--- config.mk ---
export PLATFORM = sky130hd
export DESIGN_NAME = mem_port_arbiter
export DESIGN_NICKNAME = d
export VERILOG_FILES = /design/src/rtl/mem_port_arbiter.sv
export SDC_FILE = /design/constraint.sdc
export NUM_CORES = 1
export LEC_CHECK = 0
export CAP_MARGIN = 40
export CORE_ASPECT_RATIO = 2
export CORE_MARGIN = 3
export CORE_UTILIZATION = 40
export DETAILED_ROUTE_END_ITERATION = 8
export HOLD_SLACK_MARGIN = 0.05
export PLACE_DENSITY = 0.91
export SLEW_MARGIN = 20
export SYNTH_ARGS = -nofsm -noshare
export SYNTH_HDL_FRONTEND = slang
export SYNTH_SLANG_ARGS = --single-unit
--- constraint.sdc ---
create_clock -name clk -period 4.6 [get_ports clk]
set_input_delay 0.92 -clock clk [delete_from_list [all_inputs] [get_ports clk]]
set_output_delay 0.92 -clock clk [all_outputs]
set_load 0.02 [all_outputs]
--- src/rtl/mem_port_arbiter.sv ---
// Two-port round-robin arbiter in front of a single-port, 1-cycle-latency data memory.
// Requester 1 can lock the memory for multi-word bursts; read data is steered back to its issuer.
module mem_port_arbiter #(
    parameter int unsigned ADDR_WIDTH = 14,
    parameter int unsigned DATA_WIDTH = 32,
    localparam int unsigned NBYTES    = DATA_WIDTH / 8
) (
    input  logic                  clk,
    input  logic                  rst,
    input  logic                  r0_req,
    input  logic [ADDR_WIDTH-1:0] r0_addr,
    input  logic [NBYTES-1:0]     r0_we,
    input  logic [DATA_WIDTH-1:0] r0_wdata,
    output logic                  r0_gnt,
    output logic                  r0_rvalid,
    output logic [DATA_WIDTH-1:0] r0_rdata,
    input  logic                  r1_req,
    input  logic [ADDR_WIDTH-1:0] r1_addr,
    input  logic [NBYTES-1:0]     r1_we,
    input  logic [DATA_WIDTH-1:0] r1_wdata,
    input  logic                  r1_lock,
    output logic                  r1_gnt,
    output logic                  r1_rvalid,
    output logic [DATA_WIDTH-1:0] r1_rdata,
    output logic                  mem_en,
    output logic [NBYTES-1:0]     mem_we,
    output logic [ADDR_WIDTH-1:0] mem_addr,
    output logic [DATA_WIDTH-1:0] mem_din,
    input  logic [DATA_WIDTH-1:0] mem_dout,
    output logic [31:0]           gnt_cnt0,
    output logic [31:0]           gnt_cnt1
);

    typedef enum logic {
        ST_UNLOCKED = 1'b0,
        ST_LOCKED   = 1'b1
    } state_t;

    state_t                r_state;
    state_t                w_state_nxt;
    logic                  r_prio;      // 0: r0 wins a tie, 1: r1 wins a tie
    logic                  r_rd0;
    logic                  r_rd1;
    logic [DATA_WIDTH-1:0] r_hold0;
    logic [DATA_WIDTH-1:0] r_hold1;
    logic [31:0]           r_gnt_cnt0;
    logic [31:0]           r_gnt_cnt1;
    logic                  w_gnt0;
    logic                  w_gnt1;
    logic                  w_lock_hold;

    // State register, tie-break pointer, read-return tracking and grant counters.
    always_ff @(posedge clk) begin
        if (rst) begin
            r_state    <= ST_UNLOCKED;
            r_prio     <= 1'b0;
            r_rd0      <= 1'b0;
            r_rd1      <= 1'b0;
            r_hold0    <= '0;
            r_hold1    <= '0;
            r_gnt_cnt0 <= '0;
            r_gnt_cnt1 <= '0;
        end else begin
            r_state <= w_state_nxt;
            if (w_gnt0) begin
                r_prio <= 1'b1;
            end else if (w_gnt1) begin
                r_prio <= 1'b0;
            end
            r_rd0 <= w_gnt0 && (r0_we == '0);
            r_rd1 <= w_gnt1 && (r1_we == '0);
            if (r_rd0) begin
                r_hold0 <= mem_dout;
            end
            if (r_rd1) begin
                r_hold1 <= mem_dout;
            end
            r_gnt_cnt0 <= r_gnt_cnt0 + 32'(w_gnt0);
            r_gnt_cnt1 <= r_gnt_cnt1 + 32'(w_gnt1);
        end
    end

    // A dropped lock releases in the same cycle, so arbitration is already round-robin then.
    always_comb begin
        w_gnt0      = 1'b0;
        w_gnt1      = 1'b0;
        w_state_nxt = r_state;
        w_lock_hold = (r_state == ST_LOCKED) && r1_lock;

        if (w_lock_hold) begin
            w_gnt1 = r1_req;
        end else if (r0_req && r1_req) begin
            w_gnt0 = ~r_prio;
            w_gnt1 = r_prio;
        end else begin
            w_gnt0 = r0_req;
            w_gnt1 = r1_req;
        end

        case (r_state)
            ST_UNLOCKED: if (w_gnt1 && r1_lock) w_state_nxt = ST_LOCKED;
            ST_LOCKED:   if (!r1_lock)          w_state_nxt = ST_UNLOCKED;
            default:     w_state_nxt = ST_UNLOCKED;
        endcase
    end

    assign r0_gnt    = w_gnt0;
    assign r1_gnt    = w_gnt1;
    assign mem_en    = w_gnt0 | w_gnt1;
    assign mem_addr  = w_gnt1 ? r1_addr  : r0_addr;
    assign mem_din   = w_gnt1 ? r1_wdata : r0_wdata;
    assign mem_we    = w_gnt1 ? r1_we    : (w_gnt0 ? r0_we : '0);

    // Memory data is live only in the return cycle; otherwise replay the last word.
    assign r0_rvalid = r_rd0;
    assign r1_rvalid = r_rd1;
    assign r0_rdata  = r_rd0 ? mem_dout : r_hold0;
    assign r1_rdata  = r_rd1 ? mem_dout : r_hold1;
    assign gnt_cnt0  = r_gnt_cnt0;
    assign gnt_cnt1  = r_gnt_cnt1;

endmodule

==> results of run 1 <==
## per-layer routing
metal  global-route usage (%)  vias up
met2                    45.03      289
met3                    8.541       55
li1                         -     3078
met1                    24.43     2990
met4                    12.50        0
met5                        0        -
## cell type report
class	count	area, um2	share of cell area (%)
clock inverter	13	113.9	1.128
multi-input combinational	532	3324	32.94
sequential	132	2643	26.18
tap	195	244.0	2.418
timing repair buffer	328	3276	32.46
clock buffer	19	442.9	4.389
inverter	13	48.80	0.4835
## cell usage after synthesis (all sizes together), types with 14 or more instances
library cell,count
o21ai,16
nand3,18
o31ai,18
or4,22
or3,16
a21oi,36
nor2,29
xnor2,14
mux2,69
nand2,156
nor2b,73
dfxtp,132
clkbuf,33
## cell families after synthesis
kind of cell	after synthesis
AND/OR/NAND/NOR	359
multiplexers	69
flip-flops	132
adder cells (fa/ha/maj)	5
buffers and inverters	59
XOR/XNOR	21
AO/OA/AOI/OAI	78
## report_power, final
group | total [uW] | switching [uW] | leakage (uW) | internal (uW)
sequential | 1160 | 5.56 | 0.00106 | 1150
clock | 1280 | 560 | 0.000279 | 723
combinational | 434 | 203 | 0.00251 | 231
## registers in the layout, summed over array words and instances (netlist names)
name and cells:
gnt_cnt0 32, gnt_cnt1 32, r_hold0 32, r_hold1 32, r0_rvalid 1, r1_rvalid 1, r_prio 1, r_state 1
## critical path, cell delays in order
cell             delay, ns
clkdlybuf4s50_1       0.54
a21bo_2               0.28
o21ai_4               0.13
buf_4                 0.46
nand2_1               0.15
nand2_1               0.10
clkdlybuf4s50_1       0.62
## path summary, 6_finish.rpt
| kind | start | end | slack (ns) |
|---|---|---|---|
| worst max-delay path | r0_req | mem_din[1] | 0.47 |
| worst min-delay path | gnt_cnt0[31] | gnt_cnt0[31] | 0.48 |
| worst max register to register | r_state | gnt_cnt1[30] | 1.59 |
| worst min register to register | gnt_cnt0[31] | gnt_cnt0[31] | 0.48 |
## metrics by stage
| stage | hold WS [ns] | total power [uW] | std cells | worst slack, ns |
|---|---|---|---|---|
| floorplan | 0.4797 | 1349 | 723 | 0.8200 |
| global placement | 0.4609 | 1607 | 1199 | 0.5076 |
| detailed placement | 0.4670 | 1616 | 1200 | 0.4591 |
| CTS | 0.4752 | 2893 | 1232 | 0.4603 |
| global route | 0.4864 | 2964 | 1232 | 0.3729 |
| finish | 0.4756 | 2874 | 1232 | 0.4693 |
## cell usage in the layout (no fill, tap or decap), drive strengths merged
| master | instances |
|---|---|
| clkdlybuf4s50 | 317 |
| nand2 | 156 |
| dfxtp | 132 |
| nor2b | 73 |
| mux2 | 69 |
| a21oi | 36 |
| nor2 | 29 |
| or4 | 22 |
| inv | 20 |
| clkbuf | 19 |
| nand3 | 18 |
| o31ai | 18 |
| or3 | 16 |
| o21ai | 16 |
| xnor2 | 14 |
| nand4 | 12 |
| buf | 11 |
| nor4 | 9 |
| xor2 | 7 |
| and4 | 6 |
| nor3 | 6 |
| clkinv | 6 |
| and3 | 5 |
| ha | 5 |
| a22o | 4 |
| nand4bb | 2 |
| a21bo | 1 |
| nand2b | 1 |
| and2 | 1 |
| or2 | 1 |
| o41ai | 1 |
| or4b | 1 |
| nor3b | 1 |
| a21boi | 1 |
| o21a | 1 |
==> parameters.txt, run 1 <==
Parameter                              Value

Placement
  Port Buffer Count    319
  Final GP Congestion    0.8811
  Placed cell areas    9535 um2
  Final HPWL from detailed placement    16540 um

Drt
  Top sig layer    met4
  Detailed Routing Iterations Pass 1    4
  Routed via count divided by cell count    5.205
  Detail Route met2 WL    11420 um
  Metal-1 WL    7374 um
  Post-detailed-routing wire length    21500 um
  WL/cell    17.45 um
  Remaining routing DRC violations    0
  Sum of met3 wire segment lengths after detailed routing    1729 um
  Vias after detailed routing    6412
  Remaining number of nets flagged by the antenna check after routing    0
  Starting DRT DRC Count    221

Logic synthesis
  Area share of the leading cell type in the synthesized netlist    42.76%
  Cells after synthesis    723
  Synthesized area per cell    8.547 um2
  Top FF cell, synth    dfxtp_1
  Ys async rst share    0%
  Number of library cell types mapped by synthesis    36
  Largest family of logic cells by synthesized area    simple AND/OR/NAND/NOR gates
  Area of the mapped netlist    6180 um2
  Share of synthesized area occupied by flip-flops and latches    42.76%
  Area contributors post-synth    dfxtp_1 43%, mux2_2 13%, nand2_1 9.5%
  Arithmetic-cell share of the synthesized area counting full adders, half adders and majority gates    1.012%
  Xor/xnor share of the synthesized area    2.976%
  Mux contribution to synthesized area    12.57%
  Cell taking the most area after synthesis    dfxtp_1
  Net count after synthesis    865
  Synthesis warning total    0
  Synthesis-stage register bit count    132
  Number of synthesized flops with an enable pin    0
  Synthesized-area fraction occupied by and/or/nand/nor cells    29.54%
  Compound-gate portion of the synthesized area    7.512%

Finish
  Count of filler cells inserted in the layout    1135
  Number of antenna cells inserted    0
  Util after Layout    67.39%
  Share of post-route cells with drive strength above 1    11.19%
  Number of nets in the final layout    1166
  Area growth from synthesis to layout    63.31%
  Post-route cell area    10090 um2

Min path
  Kind of path behind the tightest hold check    flop to flop
  Hold path cells    2

GRT
  Initial antenna violation count    0
  First-pass GRT wire length    33150 um
  Remaining Overflow, GRT    0
  Vias in the first global route    6375
  Maximum number of pins on one net before global-route repair    67
  Total routing resource utilization after global routing    24.89%

Clock tree
  Clock latency on the worst-skew pair    0.42 ns
  CTS sink count    132
  Setup Fix Bufs, Post-CTS    0
  Buffers from clock root to sink, at most    2
  H-tree lvl count    4
  TritonCTS clock tree    built
  CTS hold repair buffers    0
  TritonCTS Buffers    17
  Clock tree root driver cell    clkbuf_16
  Clk pin slew, worst setup/hold paths    0.06 ns
  Cts repair resizes    0

Worst setup path
  Largest fanout of any net on the critical path    47
  Number of cells on the worst reg-to-reg path    9
  Arrival time of the worst setup path    3.21 ns
  Kind of launch point of the worst setup path    input port
  Critical path start-end classification    input port to output pin
  Endpoint required time on the critical path    3.68 ns
  Crit end category    output pin

Timing
  Shortest period the worst path allows    4.131 ns
  Clock skew after layout    0.01117 ns
  Highest clock rate    0.2421 GHz
  Slew Limit Fails    0
  Setup repair after global routing missed its margin    no
  Setup violations, final    0
  Rel. slew slack    66.05%
  Number of hold-slack violations in the final timing report    0
  Slew at the pin closest to its max-slew limit    0.5045 ns
  Post-route setup TNS    0 ns
  Tcrit/Tclk final    89.80%

Power and ir drop
  Static leakage    0.003853 uW
  Power density normalized to cell area    284.8 nW/um2
  Worst IR Drop VDD    0.0002871 V

Floorplan
  Width of the die    93.89 um
  Starting density of the core    41.26%
  Number of top-level pins    320
  Std cell rows    63
  Core box area    14980 um2
  Height of the die    181.8 um
  Total Die Area    17070 um2

Run
  Max-cap violations    0

Run status
  Result of the run    complete, no violations
Power figures use the tool's default switching activity.
==> run 2: changes to the inputs <==
CAP_MARGIN = 20   (was 40)
TNS_END_PERCENT = 5   (was default)
==> run 2 against run 1 <==
Compared with the run above:
- clock skew rose by 0.00055 ns
- sequential power about the same
- largest power group unchanged
- utilization about the same
- sequential share of layout area about the same
- via count rose by 0.51%
- global-route usage is 0.59 points higher
- power grew 1.7%
- clock power rose by 5%
- critical endpoint unchanged
- first-iteration DRC count is 17% higher
- register-to-register slack got worse by 0.04 ns
- routed wire length grew 0.65%
==> parameters.txt, run 2 (synthesis gave the netlist of run 1 again) <==
Parameter                              Value

Drt
  Starting DRT DRC Count    259 (was 221)
  Detailed Routing Iterations Pass 1    7 (was 4)
  Remaining routing DRC violations    0 (unchanged)
  Remaining number of nets flagged by the antenna check after routing    0 (unchanged)
  WL/cell    17.58 um (was 17.45 um)
  Post-detailed-routing wire length    21640 um (was 21500 um)
  Vias after detailed routing    6445 (was 6412)
  Routed via count divided by cell count    5.236 (was 5.205)

Clock tree
  TritonCTS Buffers    17 (unchanged)
  CTS sink count    132 (unchanged)
  Buffers from clock root to sink, at most    2 (unchanged)
  CTS hold repair buffers    0 (unchanged)
  Setup Fix Bufs, Post-CTS    0 (unchanged)
  Clock latency on the worst-skew pair    0.42 ns (about the same)
  H-tree lvl count    4 (unchanged)
  TritonCTS clock tree    built (unchanged)
  Cts repair resizes    0 (unchanged)
  Clock tree root driver cell    clkbuf_16 (unchanged)
  Clk pin slew, worst setup/hold paths    0.06 ns (about the same)

Timing
  Slew at the pin closest to its max-slew limit    0.9594 ns (was 0.5045 ns)
  Rel. slew slack    36.04% (was 66.05%)
  Setup violations, final    0 (unchanged)
  Highest clock rate    0.2428 GHz (was 0.2421 GHz)
  Clock skew after layout    0.01172 ns (was 0.01117 ns)
  Setup repair after global routing missed its margin    no (unchanged)
  Slew Limit Fails    0 (unchanged)
  Number of hold-slack violations in the final timing report    0 (unchanged)
  Tcrit/Tclk final    89.53% (was 89.80%)
  Shortest period the worst path allows    4.118 ns (was 4.131 ns)
  Post-route setup TNS    0 ns (unchanged)

GRT
  Maximum number of pins on one net before global-route repair    91 (was 67)
  Total routing resource utilization after global routing    25.48% (was 24.89%)
  Vias in the first global route    6503 (was 6375)
  Remaining Overflow, GRT    0 (unchanged)
  Initial antenna violation count    0 (unchanged)
  First-pass GRT wire length    33880 um (was 33150 um)

Placement
  Final GP Congestion    0.8811 (unchanged)
  Port Buffer Count    319 (unchanged)
  Final HPWL from detailed placement    16460 um (was 16540 um)

Worst setup path
  Critical Path Max Stage Delay    0.61 ns (was 0.62 ns)
  Largest fanout of any net on the critical path    47 (unchanged)
  Arrival time of the worst setup path    3.20 ns (was 3.21 ns)
  CP top delay family    buffers and inverters (unchanged)
  Number of cells on the worst reg-to-reg path    9 (unchanged)
  CP bufs+invs    3 (unchanged)
  Worst reg2reg endpoint    gnt_cnt1[30] (unchanged)
  Crit end category    output pin (unchanged)
  Reg-to-reg setup timing slack    1.55 ns (was 1.59 ns)
  Endpoint required time on the critical path    3.68 ns (about the same)
  Master of the slowest instance on the critical path    clkdlybuf4s50_1 (unchanged)
  Kind of launch point of the worst setup path    input port (unchanged)
  Critical path start-end classification    input port to output pin (unchanged)
  Critical register-to-register path startpoint    r_state (unchanged)
  Cells along the critical path    clkdlybuf4s50_1 > a21bo_2 > o21ai_4 > buf_4 > nand2_1 > nand2_1 > clkdlybuf4s50_1 (unchanged)

Floorplan
  Number of top-level pins    320 (unchanged)
  Height of the die    181.8 um (unchanged)
  Width of the die    93.89 um (unchanged)
  Core box area    14980 um2 (unchanged)
  Starting density of the core    41.26% (unchanged)
  Std cell rows    63 (unchanged)
  Total Die Area    17070 um2 (unchanged)

Min path
  Hold path start    gnt_cnt0[30] (was gnt_cnt0[31])
  Hold path cells    2 (unchanged)
  Kind of path behind the tightest hold check    flop to flop (unchanged)
  Hold path endpoint    gnt_cnt0[30] (was gnt_cnt0[31])

Finish
  Number of nets in the final layout    1165 (was 1166)
  Commonest non-fill, non-tap cell in the layout    clkdlybuf4s50_1 (unchanged)
  Area growth from synthesis to layout    63.29% (was 63.31%)
  Number of antenna cells inserted    0 (unchanged)
  Share of post-route cells with drive strength above 1    11.10% (was 11.19%)
  Most frequent cells in the layout    317 x clkdlybuf4s50_1, 156 x nand2_1, 132 x dfxtp_1, 73 x nor2b_1, 69 x mux2_2 (unchanged)
  Util after Layout    67.38% (was 67.39%)

Power and ir drop
  Worst IR Drop VDD    0.0002484 V (was 0.0002871 V)
  Static leakage    0.003848 uW (was 0.003853 uW)
  Power density normalized to cell area    289.7 nW/um2 (was 284.8 nW/um2)

Run
  Max-cap violations    0 (unchanged)

Run status
  Result of the run    complete, no violations (unchanged)
-- run 2: cell types whose count changed in the layout (fill, tap and decap cells not counted), sizes merged --
cell	previous run	this run
clkinv	6	5
inv	20	19
buf	11	10
bufinv	0	1
clkinvlp	0	1
-- run 2: worst reg2reg max path, cell delays in order, from the launching register on --
cell,delay [ns]
dfxtp_1,0.36
a21bo_2,0.20
o21ai_4,0.06
clkinv_1,0.08
ha_1,0.25
ha_1,0.29
nand4_4,0.17
or4_1,0.83
or4_1,0.58
a21oi_1,0.16
-- run 2: metrics by stage --
| step | instances | setup slack (ns) | hold WS [ns] | power [uW] | cell area, um2 |
|---|---|---|---|---|---|
| 2_1_floorplan | 723 | 0.8200 | 0.4797 | 1349 | 6180 |
| 3_3_place_gp | 1199 | 0.5076 | 0.4609 | 1607 | 9508 |
| 3_5_place_dp | 1199 | 0.4540 | 0.4868 | 1613 | 9508 |
| 4_1_cts | 1231 | 0.4734 | 0.4947 | 2947 | 10090 |
| 5_1_grt | 1231 | 0.3894 | 0.5188 | 3028 | 10090 |
| 6_report | 1231 | 0.4818 | 0.4918 | 2924 | 10090 |
-- run 2: how the worst max path moves through the flow --
stage / from / end / depth (start not counted)
after CTS: r0_req / mem_din[26] / 7
after detailed placement: r0_req / gnt_cnt1[28] / 10
after global placement: r0_req / mem_din[1] / 7
after global routing: r0_req / mem_din[26] / 7
final: r0_req / mem_din[1] / 7
after floorplan: r0_req / gnt_cnt1[26] / 11
-- run 2: report_power, final --
part	internal, uW	leakage (uW)	switching, uW
sequential	1150	0.00106	5.64
combinational	229	0.00250	202
clock	779	0.000286	558
total	2160	0.00385	765
-- run 2: per-layer routing --
metal / up-vias / GRT usage [%] / part of all wire [%]
met1: 3036 / 25.48 / 34
met4: 0 / 11.81 / 3.8
met2: 284 / 46.08 / 54
li1: 3080 / - / -
met3: 45 / 8.706 / 8.4
met5: - / 0 / 0
-- run 2: cell type report --
cell class              instances  area (um2)
multi-input cells             532        3324
repair buffers                327        3248
clock inverters                13       140.1
inverters                      13       48.80
fillers                      1144        4886
clock buffers                  19       442.9
flip-flops and latches        132        2643
well taps                     195       244.0
==> run 3: changes to the inputs <==
PLACE_DENSITY = 0.81   (was 0.91)
==> run 3 against run 2 <==
Compared with the run above:
- global-route usage grew 0.25 points
- count of clock-buffer cells in the layout did not move
- register-to-register slack improved by 0.10 ns
- hold slack improved by 0.0051 ns
- setup slack got worse by 0.076 ns
- flip-flop and latch count is the same
- combinational power hardly changed
- clock skew grew 0.00073 ns
- clock power rose by 10%
- critical path depth stayed put
- die area stayed put
- non-clock buffer count is the same
==> parameters.txt, run 3 (synthesis gave the netlist of run 1 again) <==
Parameter                              Value

Run status
  Result of the run    complete, no violations (unchanged)

Run
  Max-cap violations    0 (unchanged)

Drt
  Routed via count divided by cell count    5.063 (was 5.236)
  Vias after detailed routing    6228 (was 6445)
  Remaining routing DRC violations    0 (unchanged)
  Remaining number of nets flagged by the antenna check after routing    0 (unchanged)
  Detailed Routing Iterations Pass 1    4 (was 7)
  WL/cell    17.74 um (was 17.58 um)
  Starting DRT DRC Count    164 (was 259)
  Post-detailed-routing wire length    21820 um (was 21640 um)

Worst setup path
  Arrival time of the worst setup path    3.27 ns (was 3.20 ns)
  Crit end category    output pin (unchanged)
  Kind of launch point of the worst setup path    input port (unchanged)
  CP bufs+invs    3 (unchanged)
  Critical path start-end classification    input port to output pin (unchanged)
  Critical Path Max Stage Delay    0.62 ns (was 0.61 ns)
  Endpoint required time on the critical path    3.68 ns (about the same)
  Master of the slowest instance on the critical path    clkdlybuf4s50_1 (unchanged)
  Largest fanout of any net on the critical path    47 (unchanged)
  CP top delay family    buffers and inverters (unchanged)
  Cells along the critical path    clkdlybuf4s50_1 > a21bo_2 > o21ai_4 > buf_4 > nand2_1 > nand2_1 > clkdlybuf4s50_1 (unchanged)

Timing
  Post-route setup TNS    0 ns (unchanged)
  Final setup slack of the worst path    0.4059 ns (was 0.4818 ns)
  Rel. slew slack    56.69% (was 36.04%)
  Setup repair after global routing missed its margin    no (unchanged)
  Slew at the pin closest to its max-slew limit    0.6496 ns (was 0.9594 ns)
  Shortest period the worst path allows    4.194 ns (was 4.118 ns)
  Setup violations, final    0 (unchanged)
  Number of hold-slack violations in the final timing report    0 (unchanged)
  Slew Limit Fails    0 (unchanged)
  Tcrit/Tclk final    91.18% (was 89.53%)
  Highest clock rate    0.2384 GHz (was 0.2428 GHz)
  Clock skew after layout    0.01244 ns (was 0.01172 ns)

Power and ir drop
  Static leakage    0.003871 uW (was 0.003848 uW)
  Worst IR Drop VDD    0.0002379 V (was 0.0002484 V)
  PnR Total Power    3069 uW (was 2924 uW)
  Power density normalized to cell area    302.2 nW/um2 (was 289.7 nW/um2)

Finish
  Most frequent cells in the layout    318 x clkdlybuf4s50_1, 156 x nand2_1, 132 x dfxtp_1, 73 x nor2b_1, 69 x mux2_2 (was 317 x clkdlybuf4s50_1, 156 x nand2_1, 132 x dfxtp_1, 73 x nor2b_1, 69 x mux2_2)
  Share of post-route cells with drive strength above 1    10.83% (was 11.10%)
  Count of filler cells inserted in the layout    1234 (was 1144)
  Number of nets in the final layout    1165 (unchanged)
  Area growth from synthesis to layout    64.36% (was 63.29%)
  Cell Count, Final, Fillers Out    1230 (was 1231)
  Commonest non-fill, non-tap cell in the layout    clkdlybuf4s50_1 (unchanged)

Clock tree
  TritonCTS clock tree    built (unchanged)
  H-tree lvl count    4 (unchanged)
  Clock tree root driver cell    clkbuf_16 (unchanged)
  Clock latency on the worst-skew pair    0.41 ns (was 0.42 ns)
  Buffers from clock root to sink, at most    2 (unchanged)
  TritonCTS Buffers    17 (unchanged)
  Clk pin slew, worst setup/hold paths    0.06 ns (about the same)
  CTS hold repair buffers    0 (unchanged)
  CTS sink count    132 (unchanged)
  Cts repair resizes    0 (unchanged)
  Setup Fix Bufs, Post-CTS    0 (unchanged)

Placement
  Final HPWL from detailed placement    16880 um (was 16460 um)
  Port Buffer Count    319 (unchanged)
  Worst-case setup slack after placement    0.4193 ns (was 0.4540 ns)
  Final GP Congestion    0.8942 (was 0.8811)
  Number of placed instances with taps included    1199 (unchanged)

GRT
  Initial antenna violation count    2 (was 0)
  First-pass GRT wire length    34010 um (was 33880 um)
  Total routing resource utilization after global routing    25.73% (was 25.48%)
  Maximum number of pins on one net before global-route repair    62 (was 91)
  Vias in the first global route    6293 (was 6503)
  Remaining Overflow, GRT    0 (unchanged)

Floorplan
  Width of the die    93.89 um (unchanged)
  Total Die Area    17070 um2 (unchanged)
  Std cell rows    63 (unchanged)
  Height of the die    181.8 um (unchanged)
  Starting density of the core    41.26% (unchanged)
  Core box area    14980 um2 (unchanged)
  Number of top-level pins    320 (unchanged)

Min path
  Kind of path behind the tightest hold check    flop to flop (unchanged)
## run 3: cell types whose count changed in the layout (fill, tap and decap cells not counted), sizes merged
cell,previous run,this run
clkinv,5,4
buf,10,9
bufinv,1,5
clkdlybuf4s50,317,318
inv,19,14
diode,0,1
## run 3: cell type report
type | count | area (um2) | share of cell area (%)
diodes | 1 | 2.502 | 0.02464
well taps | 195 | 244.0 | 2.402
clock buffers | 19 | 442.9 | 4.361
clock inverters | 11 | 201.4 | 1.983
multi-input cells | 532 | 3324 | 32.73
flip-flops and latches | 132 | 2643 | 26.02
repair buffers | 327 | 3251 | 32.00
inverters | 13 | 48.80 | 0.4804
## run 3: final timing paths
kind / slack (ns) / depth (start not counted) / end / startpoint
hold / removal: 0.50 / 2 / gnt_cnt0[18] / gnt_cnt0[18]
setup reg to reg: 1.65 / 9 / gnt_cnt1[26] / r_state
setup / recovery: 0.41 / 7 / mem_din[24] / r0_req
hold reg to reg: 0.50 / 2 / gnt_cnt0[18] / gnt_cnt0[18]
## run 3: tightest hold or removal path, stage by stage (launching register included)
cell and delay (ns):
dfxtp_1 0.32, o21ai_0 0.07, a21oi_1 0.06
## run 3: layer usage
layer | track usage, % | wire length [um] | vias up
met5 | 0 | 13 | -
met4 | 12.21 | 1008 | 2
met3 | 8.789 | 1567 | 44
met2 | 47.11 | 11800 | 225
met1 | 25.09 | 7429 | 2888
li1 | - | - | 3069
## run 3: where the power goes
| group | switching [uW] | total, uW | internal [uW] |
|---|---|---|---|
| Clock | 505 | 1480 | 976 |
| Combinational | 202 | 430 | 228 |
| Sequential | 5.84 | 1160 | 1150 |
## run 3: through the flow
stage / utilization (%) / instance area [um2] / hold slack (ns)
floorplan: - / 6180 / 0.4797
global placement: 63.50 / 9510 / 0.4746
detailed placement: 63.50 / 9510 / 0.4893
CTS: 67.80 / 10150 / 0.4999
global route: 67.82 / 10160 / 0.5244
finish: 67.82 / 10160 / 0.4969
